===== config.mk =====
export PLATFORM = sky130hd
export DESIGN_NAME = spi_txn_sequencer_flat
export DESIGN_NICKNAME = d
export VERILOG_FILES = /design/src/rtl/spi_txn_sequencer_pkg.sv /design/src/rtl/spi_txn_sequencer_if.sv /design/src/rtl/spi_txn_sequencer_fifo.sv /design/src/rtl/spi_txn_sequencer.sv /design/src/flat_wrapper.sv
export SDC_FILE = /design/constraint.sdc
export NUM_CORES = 1
export LEC_CHECK = 0
export CAP_MARGIN = 15
export CORE_MARGIN = 2
export CORE_UTILIZATION = 30
export CTS_BUF_LIST = sky130_fd_sc_hd__clkbuf_2 sky130_fd_sc_hd__clkbuf_4 sky130_fd_sc_hd__clkbuf_8
export DETAILED_ROUTE_END_ITERATION = 8
export GPL_TIMING_DRIVEN = 0
export PLACE_DENSITY_LB_ADDON = 0.15
export SYNTH_ARGS = -nofsm -noshare
export SYNTH_HDL_FRONTEND = slang
export SYNTH_SLANG_ARGS = --single-unit

===== constraint.sdc =====
create_clock -name clk -period 2.36 [get_ports clk]
set_input_delay 0.472 -clock clk [delete_from_list [all_inputs] [get_ports clk]]
set_output_delay 0.472 -clock clk [all_outputs]
set_load 0.03 [all_outputs]

===== src/rtl/spi_txn_sequencer_pkg.sv =====
// Shared types for the SPI transaction sequencer slice.
// Holds the sequencer state encoding and the SPI byte width.
package spi_pkg;

    localparam int SPI_BYTE_W = 8;

    typedef enum logic [2:0] {
        IDLE,
        SETUP,
        LOAD,
        WAIT_HI,
        WAIT_LO,
        HOLD
    } spi_seq_state_t;

endpackage


===== src/rtl/spi_txn_sequencer_if.sv =====
// Bus-side streams of the sequencer: command, TX bytes, RX bytes.
// master = register block / producer, slave = sequencer.
interface spi_txn_sequencer_if
    import spi_pkg::*;
#(
    parameter int NUM_CS = 2,
    parameter int LEN_W  = 8
);
    localparam int CS_W = (NUM_CS > 1) ? $clog2(NUM_CS) : 1;

    logic                  cmd_valid;
    logic                  cmd_ready;
    logic [LEN_W-1:0]      cmd_len;
    logic [CS_W-1:0]       cmd_cs;
    logic                  cmd_keep_cs;

    logic                  tx_valid;
    logic                  tx_ready;
    logic [SPI_BYTE_W-1:0] tx_data;

    logic                  rx_valid;
    logic                  rx_ready;
    logic [SPI_BYTE_W-1:0] rx_data;

    modport master (
        output cmd_valid, cmd_len, cmd_cs, cmd_keep_cs,
        output tx_valid, tx_data, rx_ready,
        input  cmd_ready, tx_ready, rx_valid, rx_data
    );

    modport slave (
        input  cmd_valid, cmd_len, cmd_cs, cmd_keep_cs,
        input  tx_valid, tx_data, rx_ready,
        output cmd_ready, tx_ready, rx_valid, rx_data
    );

endinterface


===== src/rtl/spi_txn_sequencer_fifo.sv =====
// Fall-through byte FIFO (dout valid whenever !empty).
// Ports: push/din/full on write side, pop/dout/empty on read side.
module spi_byte_fifo #(
    parameter int DEPTH = 4,
    parameter int WIDTH = 8
) (
    input  logic             clk,
    input  logic             rst,
    input  logic             push,
    input  logic [WIDTH-1:0] din,
    output logic             full,
    input  logic             pop,
    output logic [WIDTH-1:0] dout,
    output logic             empty
);
    localparam int AW = $clog2(DEPTH);

    logic [WIDTH-1:0] mem [DEPTH];
    logic [AW:0]      wr_ptr;
    logic [AW:0]      rd_ptr;
    logic             do_push;
    logic             do_pop;

    // Extra pointer bit distinguishes full from empty.
    assign empty = (wr_ptr == rd_ptr);
    assign full  = (wr_ptr[AW] != rd_ptr[AW]) &&
                   (wr_ptr[AW-1:0] == rd_ptr[AW-1:0]);
    assign dout  = mem[rd_ptr[AW-1:0]];

    assign do_push = push && !full;
    assign do_pop  = pop && !empty;

    always_ff @(posedge clk) begin
        if (rst) begin
            wr_ptr <= '0;
            rd_ptr <= '0;
        end else begin
            if (do_push)
                wr_ptr <= wr_ptr + (AW+1)'(1);
            if (do_pop)
                rd_ptr <= rd_ptr + (AW+1)'(1);
        end
    end

    always_ff @(posedge clk) begin
        if (do_push)
            mem[wr_ptr[AW-1:0]] <= din;
    end

endmodule


===== src/rtl/spi_txn_sequencer.sv =====
// Multi-byte SPI transaction sequencer over a single-byte shift engine.
// Ports: clk/rst, bus (cmd/tx/rx streams), byte_* engine link, cs_n, busy.
module spi_txn_sequencer
    import spi_pkg::*;
#(
    parameter int NUM_CS     = 2,
    parameter int LEN_W      = 8,
    parameter int CS_DELAY   = 2,
    parameter int FIFO_DEPTH = 4
) (
    input  logic                  clk,
    input  logic                  rst,
    spi_txn_sequencer_if.slave    bus,
    output logic                  byte_trigger,
    input  logic                  byte_busy,
    output logic [SPI_BYTE_W-1:0] byte_tx,
    input  logic [SPI_BYTE_W-1:0] byte_rx,
    output logic [NUM_CS-1:0]     cs_n,
    output logic                  busy
);
    localparam int CS_W = (NUM_CS > 1) ? $clog2(NUM_CS) : 1;
    localparam int DW   = $clog2(CS_DELAY + 1);

    spi_seq_state_t        state;
    logic [LEN_W-1:0]      len_q;
    logic [LEN_W-1:0]      count;
    logic [CS_W-1:0]       cs_q;
    logic                  keep_q;
    logic                  held_q;
    logic [DW-1:0]         dly;

    logic                  tx_full;
    logic                  tx_empty;
    logic [SPI_BYTE_W-1:0] tx_dout;
    logic                  rx_full;
    logic                  rx_empty;
    logic                  tx_pop;
    logic                  rx_push;
    logic                  cmd_fire;

    // Out-of-range index matches no bit, leaving every CS released.
    function automatic logic [NUM_CS-1:0] cs_decode(
        input logic [CS_W-1:0] idx
    );
        logic [NUM_CS-1:0] m;
        m = '1;
        for (int i = 0; i < NUM_CS; i++)
            if (idx == CS_W'(i))
                m[i] = 1'b0;
        return m;
    endfunction

    spi_byte_fifo #(
        .DEPTH (FIFO_DEPTH),
        .WIDTH (SPI_BYTE_W)
    ) u_tx_fifo (
        .clk   (clk),
        .rst   (rst),
        .push  (bus.tx_valid),
        .din   (bus.tx_data),
        .full  (tx_full),
        .pop   (tx_pop),
        .dout  (tx_dout),
        .empty (tx_empty)
    );

    spi_byte_fifo #(
        .DEPTH (FIFO_DEPTH),
        .WIDTH (SPI_BYTE_W)
    ) u_rx_fifo (
        .clk   (clk),
        .rst   (rst),
        .push  (rx_push),
        .din   (byte_rx),
        .full  (rx_full),
        .pop   (bus.rx_ready),
        .dout  (bus.rx_data),
        .empty (rx_empty)
    );

    assign bus.tx_ready  = !tx_full;
    assign bus.rx_valid  = !rx_empty;
    assign bus.cmd_ready = (state == IDLE);
    assign busy          = (state != IDLE);
    assign cmd_fire      = bus.cmd_valid && bus.cmd_ready;

    // A byte only starts once its RX slot is reserved, so the
    // WAIT_LO push can never hit a full RX FIFO.
    assign tx_pop  = (state == LOAD) && !tx_empty && !rx_full;
    assign rx_push = (state == WAIT_LO) && !byte_busy;

    always_ff @(posedge clk) begin
        if (rst) begin
            state        <= IDLE;
            cs_n         <= '1;
            byte_trigger <= 1'b0;
            byte_tx      <= '0;
            len_q        <= '0;
            count        <= '0;
            cs_q         <= '0;
            keep_q       <= 1'b0;
            held_q       <= 1'b0;
            dly          <= '0;
        end else begin
            byte_trigger <= 1'b0;
            unique case (state)
                IDLE: begin
                    if (cmd_fire) begin
                        len_q  <= bus.cmd_len;
                        cs_q   <= bus.cmd_cs;
                        keep_q <= bus.cmd_keep_cs;
                        count  <= '0;
                        if (held_q && bus.cmd_cs == cs_q) begin
                            state <= LOAD;
                        end else begin
                            // Switching index drops the old CS
                            // as the new one asserts.
                            cs_n   <= cs_decode(bus.cmd_cs);
                            held_q <= 1'b0;
                            dly    <= DW'(CS_DELAY - 1);
                            state  <= SETUP;
                        end
                    end
                end
                SETUP: begin
                    if (dly == '0)
                        state <= LOAD;
                    else
                        dly <= dly - DW'(1);
                end
                LOAD: begin
                    if (tx_pop) begin
                        byte_tx      <= tx_dout;
                        byte_trigger <= 1'b1;
                        state        <= WAIT_HI;
                    end
                end
                WAIT_HI: begin
                    if (byte_busy)
                        state <= WAIT_LO;
                end
                WAIT_LO: begin
                    if (!byte_busy) begin
                        if (count == len_q) begin
                            if (keep_q) begin
                                held_q <= 1'b1;
                                state  <= IDLE;
                            end else begin
                                dly   <= DW'(CS_DELAY - 1);
                                state <= HOLD;
                            end
                        end else begin
                            count <= count + LEN_W'(1);
                            state <= LOAD;
                        end
                    end
                end
                HOLD: begin
                    if (dly == '0) begin
                        cs_n   <= '1;
                        held_q <= 1'b0;
                        state  <= IDLE;
                    end else begin
                        dly <= dly - DW'(1);
                    end
                end
                default: state <= IDLE;
            endcase
        end
    end

endmodule

===== src/flat_wrapper.sv =====
// flat-port wrapper written by rule: the top's interface ports become plain ports
module spi_txn_sequencer_flat import spi_pkg::*;
#(
    parameter int NUM_CS     = 2,
    parameter int LEN_W      = 8,
    parameter int CS_DELAY   = 2,
    parameter int FIFO_DEPTH = 4
)
  (clk, rst, byte_trigger, byte_busy, byte_tx, byte_rx, cs_n, busy, bus_cmd_valid, bus_cmd_len, bus_cmd_cs, bus_cmd_keep_cs, bus_tx_valid, bus_tx_data, bus_rx_ready, bus_cmd_ready, bus_tx_ready, bus_rx_valid, bus_rx_data);
  spi_txn_sequencer_if #(.NUM_CS(NUM_CS), .LEN_W(LEN_W)) bus_i ();
  input  logic clk;
  input  logic rst;
  output logic byte_trigger;
  input  logic byte_busy;
  output logic [SPI_BYTE_W-1:0] byte_tx;
  input  logic [SPI_BYTE_W-1:0] byte_rx;
  output logic [NUM_CS-1:0] cs_n;
  output logic busy;
  input wire logic [$bits(bus_i.cmd_valid)-1:0] bus_cmd_valid;
  input wire logic [$bits(bus_i.cmd_len)-1:0] bus_cmd_len;
  input wire logic [$bits(bus_i.cmd_cs)-1:0] bus_cmd_cs;
  input wire logic [$bits(bus_i.cmd_keep_cs)-1:0] bus_cmd_keep_cs;
  input wire logic [$bits(bus_i.tx_valid)-1:0] bus_tx_valid;
  input wire logic [$bits(bus_i.tx_data)-1:0] bus_tx_data;
  input wire logic [$bits(bus_i.rx_ready)-1:0] bus_rx_ready;
  output wire logic [$bits(bus_i.cmd_ready)-1:0] bus_cmd_ready;
  output wire logic [$bits(bus_i.tx_ready)-1:0] bus_tx_ready;
  output wire logic [$bits(bus_i.rx_valid)-1:0] bus_rx_valid;
  output wire logic [$bits(bus_i.rx_data)-1:0] bus_rx_data;
  assign bus_i.cmd_valid = bus_cmd_valid;
  assign bus_i.cmd_len = bus_cmd_len;
  assign bus_i.cmd_cs = bus_cmd_cs;
  assign bus_i.cmd_keep_cs = bus_cmd_keep_cs;
  assign bus_i.tx_valid = bus_tx_valid;
  assign bus_i.tx_data = bus_tx_data;
  assign bus_i.rx_ready = bus_rx_ready;
  assign bus_cmd_ready = bus_i.cmd_ready;
  assign bus_tx_ready = bus_i.tx_ready;
  assign bus_rx_valid = bus_i.rx_valid;
  assign bus_rx_data = bus_i.rx_data;
  spi_txn_sequencer #(.NUM_CS(NUM_CS), .LEN_W(LEN_W), .CS_DELAY(CS_DELAY), .FIFO_DEPTH(FIFO_DEPTH)) u_core (.clk(clk), .rst(rst), .bus(bus_i), .byte_trigger(byte_trigger), .byte_busy(byte_busy), .byte_tx(byte_tx), .byte_rx(byte_rx), .cs_n(cs_n), .busy(busy));
endmodule

==> results of run 1 <==
==> per-layer routing <==
| metal | share of wire, % | wire length [µm] | GRT usage [%] | vias up |
|---|---|---|---|---|
| met1 | 46 | 4694 | 16.05 | 1492 |
| met4 | 1.5 | 155 | 6.009 | 0 |
| met5 | 0 | 0 | 0 | - |
| li1 | - | - | - | 1498 |
| met2 | 48 | 4851 | 21.00 | 53 |
| met3 | 4.0 | 402 | 3.772 | 12 |
==> flip-flops by register name (all words and copies together) (netlist names), named ones only <==
| register | flops |
|---|---|
| u_core.u_rx_fifo.rd_ptr | 3 |
| u_core.dly | 2 |
| u_core.len_q | 8 |
| u_core.keep_q | 1 |
| u_core.u_tx_fifo.rd_ptr | 3 |
| u_core.count | 8 |
| u_core.cs_q | 1 |
| u_core.byte_tx | 8 |
| u_core.cs_n | 2 |
| u_core.u_rx_fifo.mem | 32 |
| u_core.u_tx_fifo.wr_ptr | 3 |
| u_core.u_rx_fifo.wr_ptr | 3 |
| u_core.state | 3 |
| u_core.u_tx_fifo.mem | 32 |
| u_core.byte_trigger | 1 |
| u_core.held_q | 1 |
==> where the power goes <==
group,total (mW),internal [mW],switching [mW]
clock network,1.88,1.05,0.826
registers,2.27,2.20,0.0759
logic,0.992,0.410,0.582
==> cell families (layout without fill, tap and decap cells) <==
group | Yosys count | after routing | share of synthesized area [%]
adders and majority gates | 12 | 12 | 3.140
muxes | 27 | 27 | 9.841
xor gates and xnor gates | 25 | 25 | 4.580
AOI/OAI and AO/OA | 52 | 52 | 7.092
and+or+nand+nor | 115 | 115 | 12.04
buffers and inverters | 29 | 113 | 2.591
DFF | 113 | 113 | 60.72
==> final cells by class <==
type	instances	share of cell area (%)
timing repair buffer	54	8.795
clock inverter	14	2.751
sequential	113	48.44
tap	216	4.502
multi-input combinational	231	29.49
buffer	14	1.188
clock buffer	18	4.023
inverter	13	0.8128
==> through the flow <==
stage / cell area, µm² / utilization (%) / hold slack (ns) / total power, mW
floorplan: 4781 / - / 0.4347 / 2.996
global placement: 5592 / 35.59 / 0.4481 / 3.321
detailed placement: 5592 / 35.59 / 0.4594 / 3.336
CTS: 5981 / 38.06 / 0.4681 / 5.220
global route: 6003 / 38.21 / 0.4960 / 5.422
finish: 6003 / 38.21 / 0.4628 / 5.141
==> critical path: cells and delay by family, from the launching register on <==
kind,cells,cell delay [ns]
buf+inv,1,0.36
flops,1,0.46
mux,1,0.54
==> cell usage in the layout, fill, tap and decap left out, drive strengths merged, types with 2 or more instances in the layout <==
cell / count
inv: 13
a31o: 2
o21ai: 7
clkinvlp: 4
dfxtp: 49
mux4: 16
buf: 4
o31ai: 2
clkdlybuf4s15: 2
xor2: 13
nor3: 3
a211oi: 4
mux2i: 11
edfxtp: 64
a21oi: 23
dlygate4sd2: 10
xnor2: 12
nand2b: 3
nor4: 5
ha: 12
nand2: 34
clkbuf: 28
nor2b: 5
o22ai: 2
nand3b: 4
a31oi: 2
nor2: 33
clkinv: 7
o21a: 4
bufinv: 3
or3: 4
clkdlybuf4s50: 42
nand4: 2
and2: 10
nand3: 8
==> how the worst max path moves through the flow <==
stage	start	endpoint	slack, ns	cells after the start
2_1_floorplan	u_core.state[1]$_SDFFE_PP0P_	u_core.dly[0]$_SDFFE_PP0P_	0.14	6
3_3_place_gp	flop	bus_rx_data[3]	-0.21	3
3_5_place_dp	flop	bus_rx_data[1]	-0.22	3
4_1_cts	flop	bus_rx_data[1]	0.03	2
5_1_grt	u_core.state[1]$_SDFFE_PP0P_	busy	0.0009	4
6_report	flop	bus_rx_data[1]	0.11	2
==> what timing repair did <==
item                                    4_1_cts  5_1_grt
endpoints found under the hold margin         0        0
gates resized for setup                      15        7
endpoints found under the setup margin       12       19
buffers inserted                              0        0
==> impl_metrics.toml, run 1 <==
[layout]
regArea_um2 = 2908
multi_input_area_um2 = 1770
drive_above_1_share_pct = 14.66
fill_cells = 1498
antenna_cells = 0
area_growth_pct = 25.57
stdcell_count = 673
nets = 488

[floorplan]
dieWidth_um = 130.2
start_util_pct = 30.43
rows = 46
io_pins = 55
dieArea_um2 = 16960
die-height_um = 130.2
core_um2 = 15710

[clocking]
htree_levels = 4
ctsHoldBuffers = 0
cts.path.max_buffers = 2
cts_made_buffers = 17
cts.sinks = 113
clk-insertion-delay-late_ns = 0.43
cts-root-buf = "clkbuf_8"
clk_pin_slew_ns = 0.08
cts_tree = "built"

[sta]
skew_ns = 0.01125
relSlewSlack_pct = 62.05
worst_pin_slew_ns = 0.5692
finalCritPeriodShare_pct = 95.54
clock.fmax_mhz = 443.5
rsz0062_at_grt = "false"
setup_tns_ns = 0
post-route-worst-setup-slack_ns = 0.1052
setup_viol = 0
slew_viol_final = 0
hold_viol_final = 0
period_needed_ns = 2.255

[setup_path]
slowest_stage = "mux4_2"
cp-end-kind = "output port"
r2r_slack_ns = 0.18
rr_endpoint = "u_core.u_rx_fifo.mem[0][6]$_DFFE_PP_"
ff2ff_path_depth = 3
path_cells = "mux4_2 > clkdlybuf4s15_1"
cpPeakStageDelay_ns = 0.54
crit_path_max_fanout = 8
critical_path_arrival_ns = 1.78
r2r_start = "u_core.state[2]$_SDFFE_PP0P_"
start_kind = "flop"
cp.required_ns = 1.89
crit_type = "reg -> out"

[detailed_routing]
vias_per_cell = 4.539
drt_iter0_markers = 186
num_vias = 3055
ant_nets = 0
drc = 0
firstDrtPassIters = 4
wl_per_cell_um = 15.01
wl_um = 10100

[synth]
synthCells = 373
yosysSeqAreaShare_pct = 60.72
ys_top_cells_by_count = "64 x edfxtp_1, 49 x dfxtp_1, 34 x nand2_1, 33 x nor2_1, 23 x a21oi_1"
ys_ff_latch = 113
yosys.area.top_type_share_pct = 40.20
synth_edf_count = 64
synth_most_common_cell = "edfxtp_1"
ys_async_sr_fraction_pct = 0
syn-num-nets = 417
ys_types = 45
synth_ff_type = "edfxtp_1"
ys_warn_count = 0
synth_top_cell_by_area = "edfxtp_1"
synth_area_leaders = "edfxtp_1 40%, dfxtp_1 21%, mux4_2 7.5%, ha_1 3.1%, nand2_1 2.7%"
syn_area_um2 = 4781
avgSynthCellArea_um2 = 12.82

[power_and_ir_drop]
leakagePower_nw = 2.161
peakVddDrop_v = 0.0006114
cellPowerDensity_nw_per_um2 = 856.4

[global_route]
grt_pass1_vias = 3154
grt_overflow_total = 0
grt_max_degree = 17
grt_antenna_before_repair = 0
grt_use_total_pct = 12.98
grt_pass1_wl_um = 16250

[place]
hpwl_um = 6692
gp_congestion = 0.7933
place_ws_ns = -0.2194
io_buffers = 54
dpl.cell_count = 643

[min_path]
min_to = "u_core.dly[1]$_SDFFE_PP0P_"
hold_depth = 2
hp-class = "reg -> reg"
hp-start = "u_core.dly[1]$_SDFFE_PP0P_"

[run]
cap_violations = 0

[outcome]
status = "finished clean"
Note: power is estimated with default switching activity, not from simulation.
==> run 2, diff against run 1 <==
--- a/config.mk
+++ b/config.mk
@@ -7,11 +7,12 @@
 export LEC_CHECK = 0
 export CAP_MARGIN = 15
 export CORE_MARGIN = 2
-export CORE_UTILIZATION = 30
+export CORE_UTILIZATION = 33
 export CTS_BUF_LIST = sky130_fd_sc_hd__clkbuf_2 sky130_fd_sc_hd__clkbuf_4 sky130_fd_sc_hd__clkbuf_8
 export DETAILED_ROUTE_END_ITERATION = 8
 export GPL_TIMING_DRIVEN = 0
 export PLACE_DENSITY_LB_ADDON = 0.15
+export SETUP_SLACK_MARGIN = 0.02
 export SYNTH_ARGS = -nofsm -noshare
 export SYNTH_HDL_FRONTEND = slang
 export SYNTH_SLANG_ARGS = --single-unit
==> constraint.sdc (replaced) <==
create_clock -name clk -period 2.8 [get_ports clk]
set_input_delay 0.56 -clock clk [delete_from_list [all_inputs] [get_ports clk]]
set_output_delay 0.56 -clock clk [all_outputs]
set_load 0.03 [all_outputs]
==> impl_metrics.toml, run 2 (synthesis results as in run 1) <==
[sta]
setup_tns_ns = 0
post-route-worst-setup-slack_ns = 0.1283
setup_viol = 0
period_needed_ns = 2.672
finalCritPeriodShare_pct = 95.42
relSlewSlack_pct = 62.75
hold_viol_final = 0
clock.fmax_mhz = 374.3
slew_viol_final = 0
worst_pin_slew_ns = 0.5588
rsz0062_at_grt = "false"
skew_ns = 0.006106

[setup_path]
critical_path_arrival_ns = 2.11
ff2ff_path_depth = 6
crit_type = "reg -> out"
cp.required_ns = 2.24
cp.depth = 2
cpPeakStageDelay_ns = 0.62
crit_path_max_fanout = 8
slowest_stage = "clkdlybuf4s50_1"
cp-end-kind = "output port"
path_cells = "mux4_2 > clkdlybuf4s50_1"
cp_top_family = "buffers and inverters"
rr_endpoint = "u_core.u_tx_fifo.wr_ptr[2]$_SDFFE_PP0N_"
r2r_slack_ns = 0.59
cp_num_buf_inv = 1
r2r_start = "u_core.u_tx_fifo.rd_ptr[1]$_SDFFE_PP0P_"
start_kind = "flop"

[min_path]
min_to = "u_core.dly[1]$_SDFFE_PP0P_"
hp-start = "u_core.dly[1]$_SDFFE_PP0P_"
hp-class = "reg -> reg"
hold_depth = 2

[global_route]
grt_max_degree = 17
grt_pass1_vias = 3226
grt_antenna_before_repair = 0
grt_pass1_wl_um = 16160
grt_use_total_pct = 13.19
grt_overflow_total = 0

[clocking]
clk-insertion-delay-late_ns = 0.42
cts_made_buffers = 17
htree_levels = 4
clk_pin_slew_ns = 0.07
cts-root-buf = "clkbuf_8"
cts.path.max_buffers = 2
post_cts_buffers = 0
cts.sinks = 113
cts_tree = "built"
cts_resized = 1
ctsHoldBuffers = 0

[power_and_ir_drop]
leakagePower_nw = 2.158
peakVddDrop_v = 0.0003819
cellPowerDensity_nw_per_um2 = 727.6

[detailed_routing]
wl_um = 9462
drt_iter0_markers = 177
wl_per_cell_um = 14.85
num_vias = 3031
firstDrtPassIters = 5
vias_per_cell = 4.758
drc = 0
ant_nets = 0

[floorplan]
die-height_um = 124.4
io_pins = 55
start_util_pct = 34.05
dieWidth_um = 124.4
core_um2 = 14040
dieArea_um2 = 15470
rows = 43

[run]
cap_violations = 0

[layout]
antenna_cells = 0
nets = 488
layout_commonest_cell = "edfxtp_1"
final_cell_mix = "64 x edfxtp_1, 54 x clkdlybuf4s50_1, 48 x dfxtp_1"
drive_above_1_share_pct = 13.57
area_growth_pct = 24.55

[place]
place_ws_ns = 0.1382
hpwl_um = 6435
io_buffers = 54
gp_congestion = 0.7864

[outcome]
status = "finished clean"
## run 2: cell type report
cell class,instances,area [µm²]
buffer,14,68.82
clock buffer,21,276.5
clock inverter,11,136.4
fill,1336,8088
inverter,13,48.80
multi-input combinational,231,1754
sequential,113,2904
tap,180,225.2
timing repair buffer,54,540.5
## run 2: metrics by stage
stage	util (%)	cell area, µm²	total power [mW]	hold WS (ns)	std cells
after floorplan	-	4781	2.525	0.4347	373
after global placement	39.50	5547	2.794	0.4486	607
after detailed placement	39.50	5547	2.804	0.4586	607
after CTS	42.40	5953	4.392	0.4684	637
after global routing	42.40	5954	4.554	0.4955	637
final	42.40	5954	4.332	0.4613	637
## run 2: power by group
part | internal, mW | leakage (nW) | switching [mW]
Combinational | 0.360 | 0.970 | 0.489
Sequential | 1.85 | 0.980 | 0.0625
Clock | 0.937 | 0.207 | 0.631
Total | 3.15 | 2.16 | 1.18
## run 2: worst max-delay path by stage
stage	from	to	slack (ns)
floorplan	u_core.state[1]$_SDFFE_PP0P_	busy	0.58
global placement	flop	bus_rx_data[2]	0.15
detailed placement	flop	bus_rx_data[2]	0.14
CTS	flop	bus_rx_data[2]	0.06
global route	flop	bus_rx_data[2]	0.02
finish	flop	bus_rx_data[2]	0.13
## run 2: routing by layer
layer / global-route usage [%] / wire [µm] / vias to the layer above
met4: 4.957 / 121 / 0
met5: 0 / 0 / -
li1: - / - / 1496
met2: 20.73 / 4492 / 52
met3: 4.424 / 325 / 13
met1: 16.90 / 4521 / 1470
## run 2: tightest hold or removal path, stage by stage (launching register included)
cell and delay (ns):
dfxtp_1 0.31, nand2_1 0.05, mux2i_1 0.06
==> run 3, diff against run 2 <==
--- a/config.mk
+++ b/config.mk
@@ -15,4 +15,5 @@
 export SETUP_SLACK_MARGIN = 0.02
 export SYNTH_ARGS = -nofsm -noshare
 export SYNTH_HDL_FRONTEND = slang
+export SYNTH_HIERARCHICAL = 1
 export SYNTH_SLANG_ARGS = --single-unit
==> impl_metrics.toml, run 3 <==
[setup_path]
crit_type = "reg -> out"
cp.required_ns = 2.24
path_cells = "buf_4 > mux4_2 > clkdlybuf4s50_1"
rr_endpoint = "u_core/u_tx_fifo/rd_ptr[0]$_SDFFE_PP0P_"
r2r_start = "u_core/u_tx_fifo/wr_ptr[0]$_SDFFE_PP0P_"
slowest_stage = "clkdlybuf4s50_1"
crit_path_max_fanout = 8
critical_path_arrival_ns = 2.09
r2r_slack_ns = 0.33
cpPeakStageDelay_ns = 0.61
start_kind = "flop"
cp-end-kind = "output port"
ff2ff_path_depth = 9

[layout]
nets = 561
regArea_um2 = 2943
drive_above_1_share_pct = 14.72
layout_commonest_cell = "edfxtp_1"
final_cell_mix = "64 x edfxtp_1, 63 x nand2_1, 52 x clkdlybuf4s50_1"
multi_input_area_um2 = 2170
stdcell_count = 746
area_growth_pct = 25.23
fill_cells = 1486
antenna_cells = 0

[floorplan]
start_util_pct = 33.29
dieWidth_um = 129.9
rows = 46
dieArea_um2 = 16880
io_pins = 55
core_um2 = 15710
die-height_um = 129.9

[synth]
synth_most_common_cell = "edfxtp_1"
syn_area_um2 = 5231
avgSynthCellArea_um2 = 11.78
synth_ff_type = "edfxtp_1"
syn-num-nets = 488
ys_warn_count = 6
ys_top_cells_by_count = "64 x edfxtp_1, 63 x nand2_1, 51 x dfxtp_1, 29 x a21oi_1, 21 x nor2_1"
synth_edf_count = 64
ys_async_sr_fraction_pct = 0
yosys.area.top_type_share_pct = 36.74
synthCells = 444
yosysSeqAreaShare_pct = 56.25
ys_ff_latch = 115
ys_types = 58
synth_area_leaders = "edfxtp_1 37%, dfxtp_1 20%, mux4_2 6.9%, nand2_1 4.5%, ha_1 2.9%"
synth_top_cell_by_area = "edfxtp_1"

[detailed_routing]
ant_nets = 0
num_vias = 3635
top_layer = "met4"
routed-wl-met3_um = 410
wl_per_cell_um = 15.34
drt_iter0_markers = 260
vias_per_cell = 4.873
wl_um = 11440
firstDrtPassIters = 4
met2RoutedLength_um = 5675
wl_met1_um = 5165
drc = 0

[clocking]
cts_tree = "built"
cts_made_buffers = 17
cts.path.max_buffers = 2
clk-insertion-delay-late_ns = 0.43
cts-root-buf = "clkbuf_8"
clk_pin_slew_ns = 0.07
cts.sinks = 115
ctsHoldBuffers = 0
htree_levels = 4

[sta]
finalCritPeriodShare_pct = 94.47
hold_viol_final = 0
setup_tns_ns = 0
rsz0062_at_grt = "false"
relSlewSlack_pct = 55.71
whs_ns = 0.4494
setup_viol = 0
clock.fmax_mhz = 378.0
slew_viol_final = 0
worst_pin_slew_ns = 0.6626
period_needed_ns = 2.645
skew_ns = 0.008487

[min_path]
min_to = "u_core/dly[0]$_SDFFE_PP0P_"
hp-start = "u_core/dly[0]$_SDFFE_PP0P_"
hp-class = "reg -> reg"
hold_depth = 1

[global_route]
grt_max_degree = 17
grt_pass1_vias = 3562
grt_pass1_wl_um = 18310
grt_overflow_total = 0
grt_antenna_before_repair = 0
grt_use_total_pct = 14.45

[place]
gp_congestion = 0.8100
dpl.cell_count = 714
io_buffers = 54
hpwl_um = 7815

[power_and_ir_drop]
cellPowerDensity_nw_per_um2 = 785.8
leakagePower_nw = 2.275
peakVddDrop_v = 0.0004859
p_total_mw = 5.148

[run]
cap_violations = 0

[outcome]
status = "finished clean"
run 3: changes by cell type after synthesis, moves of 7 or more:
cell	delta
nor2_1	-12
nand3_1	+7
nor3b_1	+8
o211ai_1	+10
a31oi_1	+9
nand2_1	+29
run 3: cell families after synthesis:
logic type / share of synthesized area (%)
AND/OR/NAND/NOR: 14.54
flip-flops: 56.25
AO/OA/AOI/OAI: 11.34
buffers and inverters: 3.492
XOR/XNOR: 3.660
multiplexers: 7.845
adder cells (fa/ha/maj): 2.870
run 3: how the worst max path moves through the flow:
stage,start,to,slack [ns],cells past startpoint
6_report,flop,bus_rx_data[0],0.15,3
5_1_grt,u_core/u_tx_fifo/rd_ptr[2]$_SDFFE_PP0P_,u_core/u_tx_fifo/rd_ptr[0]$_SDFFE_PP0P_,0.02,8
4_1_cts,flop,bus_rx_data[0],0.09,3
3_5_place_dp,u_core/u_tx_fifo/wr_ptr[0]$_SDFFE_PP0P_,flop,-0.31,9
3_3_place_gp,u_core/u_tx_fifo/wr_ptr[0]$_SDFFE_PP0P_,flop,-0.34,9
2_1_floorplan,u_core/u_tx_fifo/wr_ptr[1]$_SDFFE_PP0P_,flop,0.53,10
run 3: cell type report:
type                       instances  area share [%]
timing repair buffer              55           8.327
clock buffer                      17           3.571
tap                              216           4.125
inverter                          18           1.050
sequential                       115           44.92
multi-input combinational        293           33.12
buffer                            17           1.738
clock inverter                    15           3.151
run 3: worst max-delay path, delay by kind of cell (launching register included):
kind                   cells  cell delay, ns
buffers and inverters      2            0.82
muxes                      1            0.53
DFF                        1            0.31
run 3: metrics by stage:
step / worst slack, ns / area, µm² / util [%]
after detailed placement: -0.3075 / 6042 / 38.45
after floorplan: 0.5295 / 5231 / -
after global routing: 0.01520 / 6551 / 41.69
final: 0.1548 / 6551 / 41.69
after global placement: -0.3376 / 6042 / 38.45
after CTS: 0.09094 / 6533 / 41.58
run 3: report_power, final:
group          leakage (nW)  total, mW  internal, mW  switching, mW
Clock                 0.205       1.69         0.977          0.712
Combinational          1.07       1.42         0.572          0.849
Sequential            0.996       2.04          1.93          0.105
run 3: routing by layer:
layer	vias up	GRT usage (%)
met1	1745	18.01
met3	13	3.731
met5	-	0
li1	1803	-
met2	74	23.74
met4	0	6.452
run 3: repair_timing:
item	in CTS	in global routing
setup endpoints to repair	23	13
endpoints found under the hold margin	0	0
gates resized for setup	10	2
setup buffers	0	0
